==> src/rtl/io_port_bridge_pkg.sv <==
// Shared constants, types and the access decoder for the I/O port bridge.
// Optional sent-byte statistics are enabled with IO_PORT_STATS_EN.
`ifndef IO_BYTE_LANE
`define IO_BYTE_LANE(w, i) w[{i, 3'b000} +: 8]
`endif

package io_port_bridge_pkg;

    localparam logic [17:0] IO_BASE = 18'h30000;
    localparam logic [17:0] IO_UART = 18'd0;
    localparam logic [17:0] IO_CNT  = 18'd4;
    localparam logic [17:0] IO_STAT = 18'd8;
    localparam logic [17:0] IO_ERR  = 18'd12;
    localparam logic [1:0]  IO_SEL_BITS = 2'b11;

    localparam logic [17:0] A_UART = IO_BASE + IO_UART;
    localparam logic [17:0] A_CNT  = IO_BASE + IO_CNT;
    localparam logic [17:0] A_STAT = IO_BASE + IO_STAT;
    localparam logic [17:0] A_ERR  = IO_BASE + IO_ERR;

    typedef enum logic [3:0] {
        ACC_NONE,
        ACC_PUSH,
        ACC_STOP,
        ACC_RX,
        ACC_CNT0,
        ACC_CNTN,
        ACC_STAT0,
        ACC_STATN,
        ACC_ERR,
        ACC_RD0
    } io_acc_e;

    typedef enum logic [1:0] {
        ST_RUN,
        ST_STOP,
        ST_END
    } io_state_e;

    // Byte 0 of a multi-byte register re-latches; bytes 1..3 read the latch.
    function automatic io_acc_e io_decode(input logic wr,
                                          input logic [17:0] a);
        io_acc_e acc;
        acc = ACC_NONE;
        unique case (1'b1)
            wr && a == A_UART: acc = ACC_PUSH;
            wr && a == A_CNT:  acc = ACC_STOP;
            !wr && a == A_UART: acc = ACC_RX;
            !wr && a == A_CNT:  acc = ACC_CNT0;
            !wr && a[17:2] == A_CNT[17:2] && a[1:0] != 2'd0:
                acc = ACC_CNTN;
            !wr && a == A_STAT: acc = ACC_STAT0;
            !wr && a[17:2] == A_STAT[17:2] && a[1:0] != 2'd0:
                acc = ACC_STATN;
            !wr && a == A_ERR:  acc = ACC_ERR;
            default: acc = wr ? ACC_NONE : ACC_RD0;
        endcase
        return acc;
    endfunction

endpackage

==> src/rtl/io_port_bridge_if.sv <==
// CPU-side byte bus between the core and the I/O port bridge.
// No configuration macros affect this file.
interface io_port_bridge_if;
    logic [31:0] mem_a;
    logic [7:0]  mem_dout;
    logic        mem_wr;
    logic [7:0]  io_dout;
    logic        io_buffer_full;

    modport master (
        output mem_a, mem_dout, mem_wr,
        input  io_dout, io_buffer_full
    );

    modport slave (
        input  mem_a, mem_dout, mem_wr,
        output io_dout, io_buffer_full
    );
endinterface

==> src/rtl/io_byte_fifo.sv <==
// Byte FIFO for UART output; power-of-two depth, drops pushes when full.
// No configuration macros affect this file.
module io_byte_fifo #(
    parameter int DEPTH = 8,
    localparam int AW = $clog2(DEPTH)
) (
    input  logic          clk_in,
    input  logic          rst_in,
    input  logic          push,
    input  logic          pop,
    input  logic [7:0]    din,
    output logic [7:0]    head,
    output logic [AW:0]   count,
    output logic [AW:0]   count_nx,
    output logic          empty,
    output logic          full
);

    logic [7:0]    mem [DEPTH];
    logic [AW-1:0] rd_ptr;
    logic [AW-1:0] wr_ptr;
    logic          do_push;
    logic          do_pop;

    assign empty   = count == '0;
    assign full    = count == (AW+1)'(DEPTH);
    assign do_push = push && !full;
    assign do_pop  = pop && !empty;
    assign head    = mem[rd_ptr];

    always_comb begin
        count_nx = count;
        unique case ({do_push, do_pop})
            2'b10:   count_nx = count + 1'b1;
            2'b01:   count_nx = count - 1'b1;
            default: count_nx = count;
        endcase
    end

    always_ff @(posedge clk_in) begin
        if (do_push) begin
            mem[wr_ptr] <= din;
        end
    end

    always_ff @(posedge clk_in) begin
        if (rst_in) begin
            rd_ptr <= '0;
            wr_ptr <= '0;
            count  <= '0;
        end else begin
            if (do_push) wr_ptr <= wr_ptr + 1'b1;
            if (do_pop)  rd_ptr <= rd_ptr + 1'b1;
            count <= count_nx;
        end
    end

endmodule

==> src/rtl/io_port_bridge.sv <==
// Memory-mapped I/O at 0x30000: UART tx FIFO, rx reads, cycle counter, stop.
// Define IO_PORT_STATS_EN to add the sent-byte counter and overflow flag reads.
module io_port_bridge
    import io_port_bridge_pkg::*;
#(
    parameter int FIFO_DEPTH = 8,
    parameter int CNT_W      = 32
) (
    input  logic             clk_in,
    input  logic             rst_in,
    input  logic             rdy_in,
    io_port_bridge_if.slave  bus,
    output logic [7:0]       tx_data,
    output logic             tx_valid,
    input  logic             tx_full,
    input  logic [7:0]       rx_data,
    input  logic             rx_empty,
    output logic             rx_pop,
    output logic             prog_end
);

    localparam int CW = $clog2(FIFO_DEPTH);
    localparam logic [CW:0] FULL_MARK = (CW+1)'(FIFO_DEPTH - 1);

    io_acc_e          acc;
    io_state_e        state;
    logic             io_sel;
    logic [1:0]       lane;
    logic [7:0]       rd_data;
    logic             push_req;
    logic             drain;
    logic             stop_emit;
    logic [CNT_W-1:0] cnt;
    logic [CNT_W-1:0] cnt_latch;
    logic             overflow_err;
    logic [7:0]       f_head;
    logic [CW:0]      f_count;
    logic [CW:0]      f_count_nx;
    logic             f_empty;
    logic             f_full;
    logic             unused_bits;

    assign io_sel = rdy_in && bus.mem_a[17:16] == IO_SEL_BITS;
    assign acc    = io_sel ? io_decode(bus.mem_wr, bus.mem_a[17:0])
                           : ACC_NONE;
    assign lane   = bus.mem_a[1:0];

    // Output bytes are only accepted while no stop has been requested.
    assign push_req = acc == ACC_PUSH && bus.mem_dout != 8'h00
                      && state == ST_RUN;
    assign drain     = rdy_in && !tx_full && !f_empty;
    assign stop_emit = rdy_in && !tx_full && f_empty && state == ST_STOP;
    assign tx_valid  = drain || stop_emit;
    assign tx_data   = drain ? f_head : 8'h00;
    assign rx_pop    = acc == ACC_RX && !rx_empty;

    io_byte_fifo #(
        .DEPTH(FIFO_DEPTH)
    ) u_fifo (
        .clk_in   (clk_in),
        .rst_in   (rst_in),
        .push     (push_req),
        .pop      (drain),
        .din      (bus.mem_dout),
        .head     (f_head),
        .count    (f_count),
        .count_nx (f_count_nx),
        .empty    (f_empty),
        .full     (f_full)
    );

    // Free-running: ignores rdy_in so software can time stalls too.
    always_ff @(posedge clk_in) begin
        if (rst_in) cnt <= '0;
        else        cnt <= cnt + 1'b1;
    end

`ifdef IO_PORT_STATS_EN
    logic [31:0] sent_cnt;
    logic [31:0] stat_latch;

    always_ff @(posedge clk_in) begin
        if (rst_in) begin
            sent_cnt   <= '0;
            stat_latch <= '0;
        end else if (rdy_in) begin
            if (tx_valid)          sent_cnt   <= sent_cnt + 1'b1;
            if (acc == ACC_STAT0)  stat_latch <= sent_cnt;
        end
    end

    assign unused_bits = ^{bus.mem_a[31:18], f_count};
`else
    assign unused_bits = ^{bus.mem_a[31:18], f_count, overflow_err};
`endif

    always_comb begin
        rd_data = 8'h00;
        case (acc)
            ACC_RX:    rd_data = rx_empty ? 8'h00 : rx_data;
            ACC_CNT0:  rd_data = cnt[7:0];
            ACC_CNTN:  rd_data = `IO_BYTE_LANE(cnt_latch, lane);
`ifdef IO_PORT_STATS_EN
            ACC_STAT0: rd_data = sent_cnt[7:0];
            ACC_STATN: rd_data = `IO_BYTE_LANE(stat_latch, lane);
            ACC_ERR:   rd_data = {7'b0, overflow_err};
`endif
            default:   rd_data = 8'h00;
        endcase
    end

    always_ff @(posedge clk_in) begin
        if (rst_in) begin
            state              <= ST_RUN;
            prog_end           <= 1'b0;
            bus.io_dout        <= 8'h00;
            bus.io_buffer_full <= 1'b0;
            cnt_latch          <= '0;
            overflow_err       <= 1'b0;
        end else if (rdy_in) begin
            bus.io_buffer_full <= f_count_nx >= FULL_MARK;
            if (push_req && f_full) overflow_err <= 1'b1;
            if (acc == ACC_CNT0)    cnt_latch    <= cnt;
            if (io_sel && !bus.mem_wr) bus.io_dout <= rd_data;
            unique case (state)
                ST_RUN: begin
                    if (acc == ACC_STOP) state <= ST_STOP;
                end
                ST_STOP: begin
                    if (stop_emit) begin
                        state    <= ST_END;
                        prog_end <= 1'b1;
                    end
                end
                ST_END:  state <= ST_END;
                default: state <= ST_RUN;
            endcase
        end
    end

endmodule

==> src/flat_wrapper.sv <==
// flat-port wrapper written by rule: the top's interface ports become plain ports
module io_port_bridge_flat import io_port_bridge_pkg::*;
#(
    parameter int FIFO_DEPTH = 8,
    parameter int CNT_W      = 32
)
  (clk_in, rst_in, rdy_in, tx_data, tx_valid, tx_full, rx_data, rx_empty, rx_pop, prog_end, bus_mem_a, bus_mem_dout, bus_mem_wr, bus_io_dout, bus_io_buffer_full);
  io_port_bridge_if bus_i ();
  input  logic clk_in;
  input  logic rst_in;
  input  logic rdy_in;
  output logic [7:0] tx_data;
  output logic tx_valid;
  input  logic tx_full;
  input  logic [7:0] rx_data;
  input  logic rx_empty;
  output logic rx_pop;
  output logic prog_end;
  input wire logic [$bits(bus_i.mem_a)-1:0] bus_mem_a;
  input wire logic [$bits(bus_i.mem_dout)-1:0] bus_mem_dout;
  input wire logic [$bits(bus_i.mem_wr)-1:0] bus_mem_wr;
  output wire logic [$bits(bus_i.io_dout)-1:0] bus_io_dout;
  output wire logic [$bits(bus_i.io_buffer_full)-1:0] bus_io_buffer_full;
  assign bus_i.mem_a = bus_mem_a;
  assign bus_i.mem_dout = bus_mem_dout;
  assign bus_i.mem_wr = bus_mem_wr;
  assign bus_io_dout = bus_i.io_dout;
  assign bus_io_buffer_full = bus_i.io_buffer_full;
  io_port_bridge #(.FIFO_DEPTH(FIFO_DEPTH), .CNT_W(CNT_W)) u_core (.clk_in(clk_in), .rst_in(rst_in), .rdy_in(rdy_in), .bus(bus_i), .tx_data(tx_data), .tx_valid(tx_valid), .tx_full(tx_full), .rx_data(rx_data), .rx_empty(rx_empty), .rx_pop(rx_pop), .prog_end(prog_end));
endmodule
==> config.mk <==
export PLATFORM = sky130hd
export DESIGN_NAME = io_port_bridge_flat
export DESIGN_NICKNAME = d
export VERILOG_FILES = /design/src/rtl/io_port_bridge_pkg.sv /design/src/rtl/io_port_bridge_if.sv /design/src/rtl/io_byte_fifo.sv /design/src/rtl/io_port_bridge.sv /design/src/flat_wrapper.sv
export SDC_FILE = /design/constraint.sdc
export NUM_CORES = 1
export LEC_CHECK = 0
export CAP_MARGIN = 10
export CORE_ASPECT_RATIO = 1.4
export CORE_MARGIN = 2
export CORE_UTILIZATION = 50
export CTS_CLUSTER_SIZE = 30
export DETAILED_ROUTE_END_ITERATION = 6
export GPL_TIMING_DRIVEN = 1
export PLACE_DENSITY_LB_ADDON = 0.15
export SYNTH_ARGS = -nofsm -noshare
export SYNTH_HDL_FRONTEND = slang
export SYNTH_SLANG_ARGS = --single-unit
==> constraint.sdc <==
create_clock -name clk_in -period 3.45 [get_ports clk_in]
set_input_delay 1.035 -clock clk_in [delete_from_list [all_inputs] [get_ports clk_in]]
set_output_delay 1.035 -clock clk_in [all_outputs]
set_load 0.05 [all_outputs]
# --- Word-level counts from Yosys, hierarchy flattened ---
# Memories as Yosys holds them, arrays and structs flattened. A register that Yosys moved wholly into a read port is not among the register bits.
# Index checks and enable logic that the tools add are counted.
op_classes:
  n_addsub: 5
  order_cmp: 1
  n_eq_ne: 19
  shifts: 1
  mux: 14
  reduce_logical: 35
ops:
  columns: ["op", "n"]
  rows:
  - ["equality test 18 bit (second input constant)", 4]
  - ["adder 32 x 1 -> 32 bit (second input constant)", 1]
  - ["equality test 16 bit (second input constant)", 2]
  - ["one-hot mux 4 bit (8 select lines)", 1]
  - ["variable part select 32 x 6 -> 8 bit", 1]
  - ["one-hot mux 8 bit (3 select lines)", 1]
  - ["logical AND 1 bit", 21]
  - ["two-way mux 8 bit", 2]
  - ["equality test 4 x 2 -> 1 bit (second input constant)", 2]
  - ["equality test 4 x 3 -> 1 bit (second input constant)", 2]
  - ["two-way mux 4 bit", 2]
  - ["one-hot mux 4 bit (2 select lines)", 1]
  - ["nonzero test 8 bit", 1]
  - ["adder 3 x 1 -> 3 bit (second input constant)", 2]
  - ["equality test 2 bit (second input constant)", 3]
  - ["two-way mux 3 bit", 2]
  - ["one-hot mux 2 bit (3 select lines)", 1]
  - ["AND reduction 3 bit", 2]
  - ["zero test 1 bit", 5]
  - ["adder 4 x 1 -> 4 bit (second input constant)", 1]
  - ["equality test 2 x 1 -> 1 bit (second input constant)", 2]
  - ["equality test 4 x 1 -> 1 bit (second input constant)", 1]
  - ["equality test 4 bit (second input constant)", 1]
  - [">= comparator 4 x 3 -> 1 bit (second input constant)", 1]
  - ["10 further kinds", 13]
totals:
  ff_bits: 86
  ram_bits: 64
  output_inout_bits: 20
  wordCells: 85
  memories: 1
memory_table:
  columns: ["memory", "depth", "word_bits", "rd", "rd_clocked_by_memory_dff", "write_ports", "line_no", "source"]
  rows:
  - ["u_core.u_fifo.mem", 8, 8, 1, 1, 1, "io_byte_fifo.sv:19", "logic [7:0] mem [DEPTH];"]

# --- Depth between registers and ports, before layout ---
depth:
  word_depth: 12
  ltp_mapped: 15

# --- By module ---
# From an unflattened synthesis, not the netlist that was laid out.
unflattened:
  cells_unflattened: 618
  area_unflattened_um2: 6970.4
modules_own_cells:
  columns: ["module", "instances", "cells_each", "area_per_inst_um2", "seq_area_each_um2"]
  rows:
  - ["io_port_bridge", 1, 447, 3821.2, 1521.5]
  - ["io_byte_fifo", 1, 171, 3149.3, 2182.1]

# --- Worst setup path after synthesis ---
# OpenSTA, ideal clock, no wires.
synth_path:
  path_kind: "input to output"
  from: "in bus_mem_a[4]"
  to: "out rx_pop"
  arrival_ns: 2.748
  required_time_ns: 2.415
  path_slack_ns: -0.333
  path_stages: 4
  path_buffers: 0
  cell_sequence: "nor4_2 -> and4_1 -> nand2_1 -> nor3_1"
synth_via:
  elab_chain_len: 7
synth_lines:
  columns: ["item", "line_no", "source"]
  rows:
  - ["from (decl)", "flat_wrapper.sv:19", "input wire logic [$bits(bus_i.mem_a)-1:0] bus_mem_a;"]
  - ["equality test 16 bit, on equally long branches", "io_port_bridge_pkg.sv:53, io_port_bridge_pkg.sv:50", null]
  - ["logical AND 1 bit, on equally long branches (2 in series)", "io_port_bridge_pkg.sv:53, io_port_bridge_pkg.sv:50", null]
  - ["one-hot mux 4 bit (8 select lines) (*)", "io_port_bridge_pkg.sv:45", "unique case (1'b1)"]
  - ["two-way mux 4 bit (*)", "io_port_bridge.sv:44", "assign acc = io_sel ? io_decode(bus.mem_wr, bus.mem_a[17:0])"]
  - ["equality test 4 x 2 -> 1 bit (*)", "io_port_bridge.sv:55", "assign rx_pop = acc == ACC_RX && !rx_empty;"]
  - ["logical AND 1 bit (*)", "io_port_bridge.sv:55", null]
  - ["to (decl)", "flat_wrapper.sv:17", "output logic rx_pop;"]
# Every way passes the cells marked *; elsewhere a longest branch is shown, timed or not.

# --- Worst setup path in the final report ---
layout_path:
  from: "in bus_mem_a[7]"
  to: "out rx_pop"
# The elaborated chain is that of the path after synthesis.

==> summary.md <==
| Metric | Value |
|---|---|
| Pleak | `3.05 nW` |
| Avg Inst Size Synth | `11.5 sq um` |
| Netlist cell types | `between 40 and 50` |
| R2r setup slk | `approximately 0.5 ns` |
| FILL cells | `976` |
| WHS | `0.452 ns` |
| Num ports | `74` |
| Worst Hold Path Cells | `2` |
| Worst Max-Slew Pin Slew | `0.899 ns` |
| Synthesis Warnings | `0` |
| All-Layer GR Usage | `22.5%` |
| Seq/Total Area, Yosys | `a little under three fifths` |
| Avg WL per Cell | `17.4 um` |
| Flip-flop and latch area | `0.00370 sq mm` |
| Fmax | `~290 MHz` |
| Largest net degree at the start of global routing | `37` |
| R2r endpoint | `u_core.bus.io_buffer_full` |
| Post-synth net total | `626` |
| CTS Hold Buffers Added | `0` |
| Vias in the first global route | `4,899` |
| First-pass GRT wire length | `24,100 um` |
| DP HPWL | `10,100 um` |
| Power Dens Cells | `between 400 and 500 mW/mm^2` |
| Die width | `100 um` |
| Overall power | `3.76 mW` |
| Vias/cell | `5.50` |
| Synthesized area | `between 0.006 and 0.007 sq mm` |
| IO buf count | `59` |
| Routed wire length | `14,800 um` |
| Outcome | `complete, no violations` |
| Routability cong. | `0.758` |
| Most frequent cells in the layout | `dfxtp_1 (89), nand2_1 (82), buf_4 (71), edfxtp_1 (64), nor2_1 (46)` |
| Final WS setup | `0.0430 ns` |
| NumNets Final | `748` |
| Critical path peak fanout | `2` |
| Clk slew on worst S/H paths | `about 0.060 ns` |
| Share of cells above drive strength 1 | `roughly 25%` |
| Initial core utilization | `between 50% and 60%` |
| Slew Viols, Final | `0` |
| Post-Layout Cell Count | `852` |
| Total gr overflow | `0` |
| Async S/R FF share, synth | `0%` |
| CTS H-tree lvls | `4` |
| Most common cell after layout, fill and taps aside | `dfxtp_1` |
| Setup Viol. Count Final | `0` |
| DRT antenna net count | `0` |
| Clk_skew | `0.0107 ns` |
| Ant diodes | `0` |
| Area Growth Syn to Fin | `31.2%` |
| CP arrival | `roughly 2.4 ns` |
| EDFF count, synth | `between 60 and 70` |
| DRC Markers | `0` |
| MaxCap Viol Count | `0` |
| Main synth FF type | `dfxtp_1` |
| Reg2reg path depth | `14` |
| Flops & latches, synth | `153` |
| Rows | `49` |
| Initial antenna violation count | `0` |
| Maximum vdd drop | `0.338 mV` |
| Cells after DPL | `between 700 and 800` |
| WHS Endpoint | `u_core.cnt_latch[16]` |
| WS Path Type | `in2out` |
| Required time of the critical path | `~2.4 ns` |
| Relative slew slack | `39.5%` |
| Setup crit start kind | `input pin` |
| CP endpoint kind | `output port` |
| Pre-antenna DRT Iters | `4` |
| Footprint of the multi-input gates | `about 0.0028 sq mm` |
| Synthesized netlist cell count | `564` |
| 1st-iter DRT viols | `176` |
| Hold Crit Start | `u_core.cnt_latch[16]` |
| CTS Buffer Depth | `2` |
| Die area | `0.0139 sq mm` |
| Pre-CTS setup slack | `-0.549 ns` |
| Final worst-path cycle share | `98.8%` |
| CTS root buf | `clkbuf_16` |
| CTS tree | `done` |
| Setup crit start | `bus_mem_a[7]` |
| Clock latency on the worst-skew pair | `around 0.42 ns` |
| Hold Fails Final Rpt | `0` |
| RR Startpoint | `u_core.state[0]` |
| Vias | `4,684` |
| Core Box Area | `0.0128 sq mm` |
| Number of buffers created by CTS | `17` |
| Worst Hold Class | `reg2reg` |
| Die H | `around 140 um` |
| Min Tclk post-route | `roughly 3.4 ns` |
| Clock sinks | `153` |
## flip-flops by register name, indices dropped and copies added (netlist names), named ones only
signal and flops:
u_core.u_fifo.rd_ptr 3, u_core.bus.io_dout 8, u_core.prog_end 1, u_core.cnt_latch 32, u_core.u_fifo.wr_ptr 3, u_core.u_fifo.mem 64, u_core.cnt 32, u_core.state 2
u_core.u_fifo.count 4, u_core.bus.io_buffer_full 1
## critical path: stages
cell and delay, ns:
dlygate4sd2_1 0.26, nor4_4 0.30, and4_4 0.29, buf_6 0.11, nand2_4 0.05, nor3_4 0.17
buf_12 0.17
## layout make-up
| type | count | area share (%) |
|---|---|---|
| sequential | 153 | 43.4 |
| multi-input combinational | 371 | 32.6 |
| timing repair buffer | 134 | 14.8 |
| clock buffer | 19 | 5.08 |
| tap | 153 | 2.25 |
| clock inverter | 13 | 1.41 |
| inverter | 9 | 0.426 |
## Yosys cell counts (3+ instances only)
cell,instances,area share (%)
clkbuf_1,19,1.1
a221o_1,8,1.2
nand2_1,83,4.8
and3_1,4,0.39
edfxtp_1,64,30
nand3_1,10,0.77
dfxtp_1,89,27
nand2b_1,7,0.67
nor4_2,5,0.96
mux4_2,24,8.3
nor3b_1,3,0.35
and4_1,3,0.40
xor2_1,23,3.1
o21ai_0,10,0.77
mux2i_1,12,1.8
buf_2,6,0.46
ha_1,8,1.5
inv_1,7,0.40
buf_1,5,0.29
nor2b_1,3,0.29
nor3_1,9,0.69
nand4_1,12,1.2
xnor2_1,7,0.94
a22o_1,8,1.1
nor2_1,55,3.2
or3_1,8,0.77
a21oi_1,45,3.5
## report_power, final
group | internal, mW | total [mW] | leakage (nW) | switching (mW)
Sequential | 1.89 | 1.89 | 1.29 | 0.00575
Combinational | 0.0722 | 0.140 | 1.49 | 0.0680
Clock | 0.997 | 1.73 | 0.267 | 0.728
Total | 2.96 | 3.76 | 3.05 | 0.802
## routing by layer
layer,up-vias,share of wire (%),track usage (%)
met5,-,0,0
met4,0,2.5,9.81
met3,28,2.6,5.19
met2,72,55,41.4
met1,2292,40,24.2
li1,2292,-,-
## worst max-delay path by stage
| stage | endpoint |
|---|---|
| after floorplan | u_core.bus.io_buffer_full |
| after global placement | u_core.bus.io_buffer_full |
| after detailed placement | u_core.bus.io_buffer_full |
| after CTS | rx_pop |
| after global routing | rx_pop |
| final | rx_pop |
## timing repair
action | CTS | global route
buffers inserted | 22 | 3
cloned | 0 | 0
endpoints found under the setup margin | 2 | 32
pin swaps | 12 | 8
gates resized for setup | 30 | 21
## metrics by stage
step | cell area [sq um] | TNS (ns) | util, %
2_1_floorplan | 6510 | 0 | -
3_3_place_gp | 7660 | -1.18 | 60.0
3_5_place_dp | 7660 | -1.54 | 60.0
4_1_cts | 8420 | 0 | 66.0
5_1_grt | 8520 | -0.0237 | 66.8
6_report | 8520 | 0 | 66.8
## kinds of logic (layout without fill, tap and decap cells)
family / after synthesis / in the layout / synth area share, %
simple gates: 220 / 220 / 17.5
flops: 153 / 153 / 57.0
compound gates: 77 / 77 / 7.26
buf+inv: 40 / 175 / 2.45
mux: 36 / 36 / 10.2
xor+xnor: 30 / 30 / 4.05
fa+ha+maj: 8 / 8 / 1.54
(Power assumes the default switching activity.)
